===== src/rtl/gpio_port.sv =====
// rtl/gpio_port.sv - memory-mapped GPIO port: direction, set/clr/tgl, synced input, edge IRQ
// Optional blink output modulation is built when GPIO_BLINK_EN is defined.
module gpio_port #(
   parameter int unsigned       N_PINS    = 8,
   parameter logic [N_PINS-1:0] RST_OUT   = '0,
   parameter int unsigned       BLINK_DIV = 25_000_000
) (
   input  logic              clk,
   input  logic              rst,
   input  logic              en,
   input  logic              we,
   input  logic [3:0]        addr,
   input  logic [31:0]       wdata,
   output logic [31:0]       rdata,
   input  logic [N_PINS-1:0] gpio_in,
   output logic [N_PINS-1:0] gpio_out,
   output logic [N_PINS-1:0] gpio_oe,
   output logic              irq
);

   localparam logic [3:0] A_OUT   = 4'd0;
   localparam logic [3:0] A_DIR   = 4'd1;
   localparam logic [3:0] A_IN    = 4'd2;
   localparam logic [3:0] A_SET   = 4'd3;
   localparam logic [3:0] A_CLR   = 4'd4;
   localparam logic [3:0] A_TGL   = 4'd5;
   localparam logic [3:0] A_STAT  = 4'd6;
   localparam logic [3:0] A_IEN   = 4'd7;
   localparam logic [3:0] A_POL   = 4'd8;
   localparam logic [3:0] A_BLINK = 4'd9;

   logic [N_PINS-1:0] w;
   logic              wr;
   logic [N_PINS-1:0] out_q, dir_q, stat_q, ien_q, pol_q;
   logic [N_PINS-1:0] s1, s2, s3;
   logic [N_PINS-1:0] ev_raw, ev, w1c_mask;
   logic [1:0]        warm_q;
   logic [N_PINS-1:0] rd;
   logic              unused_wdata;

   assign w            = wdata[N_PINS-1:0];
   assign wr           = en & we;
   assign unused_wdata = ^wdata;

   always_ff @(posedge clk or posedge rst) begin
      if (rst) begin
         out_q <= RST_OUT;
         dir_q <= '0;
         ien_q <= '0;
         pol_q <= '0;
      end else if (wr) begin
         case (addr)
            A_OUT:   out_q <= w;
            A_DIR:   dir_q <= w;
            A_SET:   out_q <= out_q | w;
            A_CLR:   out_q <= out_q & ~w;
            A_TGL:   out_q <= out_q ^ w;
            A_IEN:   ien_q <= w;
            A_POL:   pol_q <= w;
            default: ;
         endcase
      end
   end

   always_ff @(posedge clk or posedge rst) begin
      if (rst) begin
         s1     <= '0;
         s2     <= '0;
         s3     <= '0;
         warm_q <= 2'd0;
      end else begin
         s1 <= gpio_in;
         s2 <= s1;
         s3 <= s2;
         if (warm_q != 2'd3)
            warm_q <= warm_q + 2'd1;
      end
   end

   // Events are masked until the synchroniser has flushed its reset zeros,
   // so pins held high through reset do not look like rising edges.
   assign ev_raw   = (pol_q & ~s2 & s3) | (~pol_q & s2 & ~s3);
   assign ev       = (warm_q == 2'd3) ? ev_raw : '0;
   assign w1c_mask = (wr && addr == A_STAT) ? w : '0;

   always_ff @(posedge clk or posedge rst) begin
      if (rst)
         stat_q <= '0;
      else
         stat_q <= (stat_q & ~w1c_mask) | ev;
   end

   assign irq     = |(stat_q & ien_q);
   assign gpio_oe = dir_q;

`ifdef GPIO_BLINK_EN
   localparam int unsigned PW = (BLINK_DIV > 1) ? $clog2(BLINK_DIV) : 1;

   logic [PW-1:0]     pre_q;
   logic              phase_q;
   logic [N_PINS-1:0] blink_q;

   always_ff @(posedge clk or posedge rst) begin
      if (rst) begin
         pre_q   <= '0;
         phase_q <= 1'b0;
         blink_q <= '0;
      end else begin
         if (pre_q == PW'(BLINK_DIV - 1)) begin
            pre_q   <= '0;
            phase_q <= ~phase_q;
         end else begin
            pre_q <= pre_q + PW'(1);
         end
         if (wr && addr == A_BLINK)
            blink_q <= w;
      end
   end

   assign gpio_out = out_q ^ (blink_q & {N_PINS{phase_q}});
`else
   logic unused_blink_div;
   assign unused_blink_div = (BLINK_DIV == 0);
   assign gpio_out         = out_q;
`endif

   always_comb begin
      rd = '0;
      if (en) begin
         case (addr)
            A_OUT:   rd = out_q;
            A_DIR:   rd = dir_q;
            A_IN:    rd = s2;
            A_STAT:  rd = stat_q;
            A_IEN:   rd = ien_q;
            A_POL:   rd = pol_q;
`ifdef GPIO_BLINK_EN
            A_BLINK: rd = blink_q;
`endif
            default: rd = '0;
         endcase
      end
   end

   assign rdata = 32'(rd);

endmodule


===== config.mk =====
export PLATFORM = sky130hd
export DESIGN_NAME = gpio_port
export DESIGN_NICKNAME = d
export VERILOG_FILES = /design/src/rtl/gpio_port.sv
export SDC_FILE = /design/constraint.sdc
export NUM_CORES = 1
export LEC_CHECK = 0
export CAP_MARGIN = 10
export CORE_UTILIZATION = 40
export CTS_BUF_LIST = sky130_fd_sc_hd__clkbuf_2
export CTS_CLUSTER_SIZE = 14
export DETAILED_ROUTE_END_ITERATION = 10
export PLACE_DENSITY = 0.7
export RECOVER_POWER = 100
export SLEW_MARGIN = 20
export SYNTH_ARGS = -nofsm -noshare
export SYNTH_HDL_FRONTEND = slang
export SYNTH_SLANG_ARGS = --single-unit

===== constraint.sdc =====
create_clock -name clk -period 2.2 [get_ports clk]
set_clock_uncertainty 0.05 [all_clocks]
set_input_delay 0.55 -clock clk [delete_from_list [all_inputs] [get_ports clk]]
set_output_delay 0.55 -clock clk [all_outputs]
set_load 0.02 [all_outputs]

Word-level counts from Yosys, hierarchy flattened
Index checks and enable logic that the tools add are counted.
Word-level totals
  output and inout bits: 49
  register bits: 66
  logic and storage cells: 50
Cells by class
  multiplexer cells: 5
  add/subtract/negate cells: 1
  eq/ne operators: 10
  bitwise gates (word level): 17
  reductions and logical operators: 8
Operators by type and width (number)
  bitwise AND 8 bit: 7
  one-hot mux 8 bit (6 select lines): 1
  inverter 8 bit: 5
  one-hot mux 8 bit (4 select lines): 1
  2-to-1 mux 8 bit: 3
  bitwise OR 8 bit: 3
  equality test 4 x 3 -> 1 bit (second input constant): 4
  equality test 4 x 2 -> 1 bit (second input constant): 2
  AND reduction 2 bit: 4
  OR reduction 8 bit: 1
  XOR 8 bit: 1
  equality test 4 x 1 -> 1 bit (second input constant): 1
  equality test 4 bit (second input constant): 1
  zero test 4 bit: 1
  nonzero test 4 bit: 1
  adder 2 x 1 -> 2 bit (second input constant): 1
  equality test 2 bit (second input constant): 1
  != test 2 bit (second input constant): 1
  bitwise AND 1 bit: 1
  logical AND 1 bit: 1

Depth between registers and ports, before layout
  word-level depth: 6
  depth in mapped cells: 6
  depth with buffers taken out: 6

Worst setup path before layout
Ideal clock, no wire load.
  kind: in2out
  from: in addr[2]
  to: out rdata[0]
  data arrival time: 1574 ps
  stages on the path: 6
  data required time: 1600 ps
  setup slack: 26 ps
  cells stage by stage: buf_6 buf_2 and3b_1 a22oi_1 nor2_1 o31a_1
Between the ends
  longest elaborated chain between the ends: 3
  elaborated cells between the ends (all ways): 8
RTL lines
  start: declaration: line 12  | input logic [3:0] addr,
  equality test 4 bit (tied with other cells): line 130  | case (addr)
  one-hot mux 8 bit (6 select lines) *: line 130
  2-to-1 mux 8 bit *: line 129  | if (en) begin
  end: declaration: line 14  | output logic [31:0] rdata,
Mark *: on every way between the ends. The rest lies on a longest branch, timed or not.

Worst setup path after layout
  from: reg stat_q[7]
  to: out rdata[7]
Between the ends
  longest elaborated chain between the ends: 2
RTL lines
  start: declaration: line 34  | logic [N_PINS-1:0] out_q, dir_q, stat_q, ien_q, pol_q;
  start signal: assignment: line 90  | stat_q <= (stat_q & ~w1c_mask) | ev;
  one-hot mux 8 bit (6 select lines): line 130
  2-to-1 mux 8 bit: line 129
Every way passes these cells.

==> results.md <==
- H-tree lvl count: 3
- Most used DFF post-synth: dfrtp_1
- Mapped Area: 3720 um^2
- P per Cell Area: around 650 nW/um^2
- Storage element area: roughly 1700 um^2
- Post-synth top area share: between 40% and 50%
- Std cell rows: 34
- WL per Instance: between 15 and 20 um
- Switch Pwr: approximately 0.0011 W
- Filler Cells Inserted: ~770
- Die Wd: approximately 100 um
- GRT overflow: 0
- Worst setup startpoint: stat_q[7]
- Crit path required time: roughly 1.6 ns
- Critical Path AT: around 1.8 ns
- WHS Endpoint: s2[0]
- Total core area: just under 9000 um^2
- Final setup margin: -0.172 ns
- Initial Utilization: between 40% and 50%
- Peak VDD IR: 0.320 mV
- Clock root cell: clkbuf_2
- F_max: between 400 and 500 MHz
- Commonest cells in the netlist: dfrtp_1, buf_4, nand2_1, mux2i_1, nor2_1
- Clk pwr share: between 20% and 30%
- Crit path cell chain: mux2_4 -> a221o_1 -> and3_4 -> buf_6
- Outcome: finished, violations left
- CTS tree: yes
- Reg2Reg Launch Point: gpio_out[1]
- HP Start: s1[0]
- Hold Crit Class: register to register
- Leakage: ~2.4 nW
- Largest stage delay, worst path: about 0.44 ns
- R2r setup slk: ~0.54 ns
- Tot GR Track Use: between 20% and 30%
- GPL Wtd Cong: just under 0.9
- Worst-path clk slew: approximately 0.18 ns
- Setup TNS: -0.976 ns
- Critical-path maximum fanout: 2
- CTS Hold Bufs: 0
- Max_slew headroom: about 28%
- Final period demand of the worst path: 2.37 ns
- Critical path launch point type: register
- Net Sw Frac: 33.8%
- Finished Cell Area: ~5000 um^2
- Post-Route WL: between 9 and 10 mm
- Sink Count: between 60 and 70
- Critical-path top delay cell: dfrtp_1
- Final setup violation count: 8
- Dpl hpwl: 6.58 mm
- DR iter-0 viols: between 150 and 200
- Final Util: between 50% and 60%
- Max-Cap Viols: 0
- Routed Antenna Nets: 0
- Synth-to-Final Area Change: 31.8%
- DIE AREA: about 9700 um^2
- Worst Tran Pin Value: between 1 and 1.5 ns
- Footprint of the multi-input gates: 1830 um^2
- Share of cells above drive strength 1: between 20% and 30%
- Largest net degree at the start of global routing: 25
- Count leader, synth: dfrtp_1
- First-pass DRT Iterations: 7
- Via count: 2963
- Port Buf Inserts: 48
- Sequential share of power: between 40% and 50%
- Avg Cell Area, Syn: roughly 11 um^2
- Ant. Diodes: 0
- Post-synth top area cell: dfrtp_1
- Comb pwr share: roughly a third
- Async set-reset flop share out of synthesis: 100%
- Cell variety after synth: between 50 and 60
- Vias in the first global route: between 3k and 4k
- Final hold viol count: 0
- Post-synth EDFFs: 0
- Critical path class: register to output pin
- Final Hold Slack: between 0.3 and 0.4 ns
- Violated checks: negative setup slack
- Sequential share of the synthesized area: around 44%
- Total Nets Final: around 520
- Yosys reg bits: 66
- IO Count: 97
- Yosys warns: 0
- First-pass GRT wire length: between 15 and 20 mm
- CTS Buf Count: 9
- Ranking of synthesized cells by area: dfrtp_1, ha_1, buf_4
- Placed instance area: roughly 4600 um^2
- RSZ-0062 raised after global routing: yes
- RR Endpoint: gpio_out[1]
- Antenna violations before repair: 0
- Drc violations: 0
- Pint: 0.00211 W
- Clk buf depth: 2
- Via density: around 5.2
- Die height: about 98 um
- Post-synthesis cell count: around 340
- CP endpoint kind: output pin
- Worst-skew pair later-pin latency: between 0.4 and 0.5 ns
- Pre-CTS setup slack: -1.02 ns
- Final count of pins violating max slew: 0
- Min-Delay Path Depth: 0
- Worst r2r path cells: 7
- Period utilisation layout: 108%
[how the worst max path moves through the flow]
stage	cells after the start	slack (ns)	end
6_report	4	-0.17	rdata[7]
5_1_grt	4	-0.26	rdata[7]
4_1_cts	4	-0.19	rdata[7]
3_5_place_dp	6	-1.02	rdata[7]
3_3_place_gp	6	-1.0	rdata[7]
2_1_floorplan	6	0.03	rdata[0]
[cells by family (layout without fill, tap and decap cells)]
logic type | count (synthesis) | count (layout) | synth area share (%)
adder cells (fa/ha/maj) | 17 | 17 | 5.72
other | 1 | 24 | 0.101
flip-flops | 66 | 66 | 44.4
AO/OA/AOI/OAI | 67 | 67 | 13.1
XOR/XNOR | 2 | 2 | 0.471
buffers and inverters | 59 | 157 | 10.0
AND/OR/NAND/NOR | 83 | 83 | 12.7
multiplexers | 47 | 47 | 13.5
[power groups by stage]
stage,combinational (W),clock (W),sequential (W)
5_1_grt,0.00110,0.000763,0.00152
3_3_place_gp,0.000983,0,0.00151
4_1_cts,0.00105,0.000697,0.00149
3_5_place_dp,0.00101,0,0.00151
6_report,0.00100,0.000680,0.00150
2_1_floorplan,0.000480,0,0.00158
[per-layer routing]
metal | vias to the layer above | GRT usage [%] | share of wire, %
li1 | 1407 | - | -
met1 | 1442 | 28.1 | 46
met2 | 100 | 32.9 | 47
met3 | 14 | 4.58 | 5.0
met4 | 0 | 8.61 | 2.0
met5 | - | 0 | 0
[worst max-delay path, delay by kind of cell (launching register included)]
family                 cells  cell delay [ns]
AOI/OAI and AO/OA          1             0.31
buffers and inverters      1             0.12
DFF                        1             0.44
muxes                      1             0.27
and+or+nand+nor            1             0.15
[sequential cells by signal, summed over array words and instances, names as in the netlist]
register,cells
stat_q,8
gpio_out,8
ien_q,8
s3,8
warm_q,2
s1,8
s2,8
pol_q,8
gpio_oe,8
[per-stage QoR]
step                cells  total power (W)
floorplan             365          0.00206
global placement      535          0.00249
detailed placement    535          0.00253
CTS                   568          0.00324
global route          571          0.00338
finish                571          0.00318
[cells in the final DEF (no fill, tap or decap), types with 4 or more instances in the layout]
cell and count:
a21oi_1 8, a221o_1 4, a22o_1 8, a22oi_1 8, buf_12 4, buf_4 37, buf_6 15, clkbuf_1 25
clkbuf_2 11, clkbuf_4 4, clkdlybuf4s50_1 12, conb_1 24, dfrtp_1 66, dlygate4sd2_1 8, dlygate4sd3_1 10, ha_1 17
inv_1 17, mux2_1 13, mux2_2 12, mux2i_1 20, nand2_1 26, nand2b_1 4, nor2_1 19, o21ai_0 10
o22ai_1 5, o32ai_1 4
[area by class of cell]
class / count / area share (%)
Sequential cell: 66 / 33.7
Inverter: 18 / 1.41
Multi-Input combinational cell: 240 / 37.3
Timing Repair Buffer: 124 / 22.7
Clock inverter: 4 / 0.894
Tap cell: 108 / 2.76
Clock buffer: 11 / 1.12
[repair_timing]
item	4_1_cts	5_1_grt
pin swaps	19	6
gates resized for setup	102	12
setup buffers	13	4
hold endpoints to repair	0	0
cloned	5	0
endpoints found under the setup margin	17	13
Note: power is estimated with default switching activity, not from simulation.
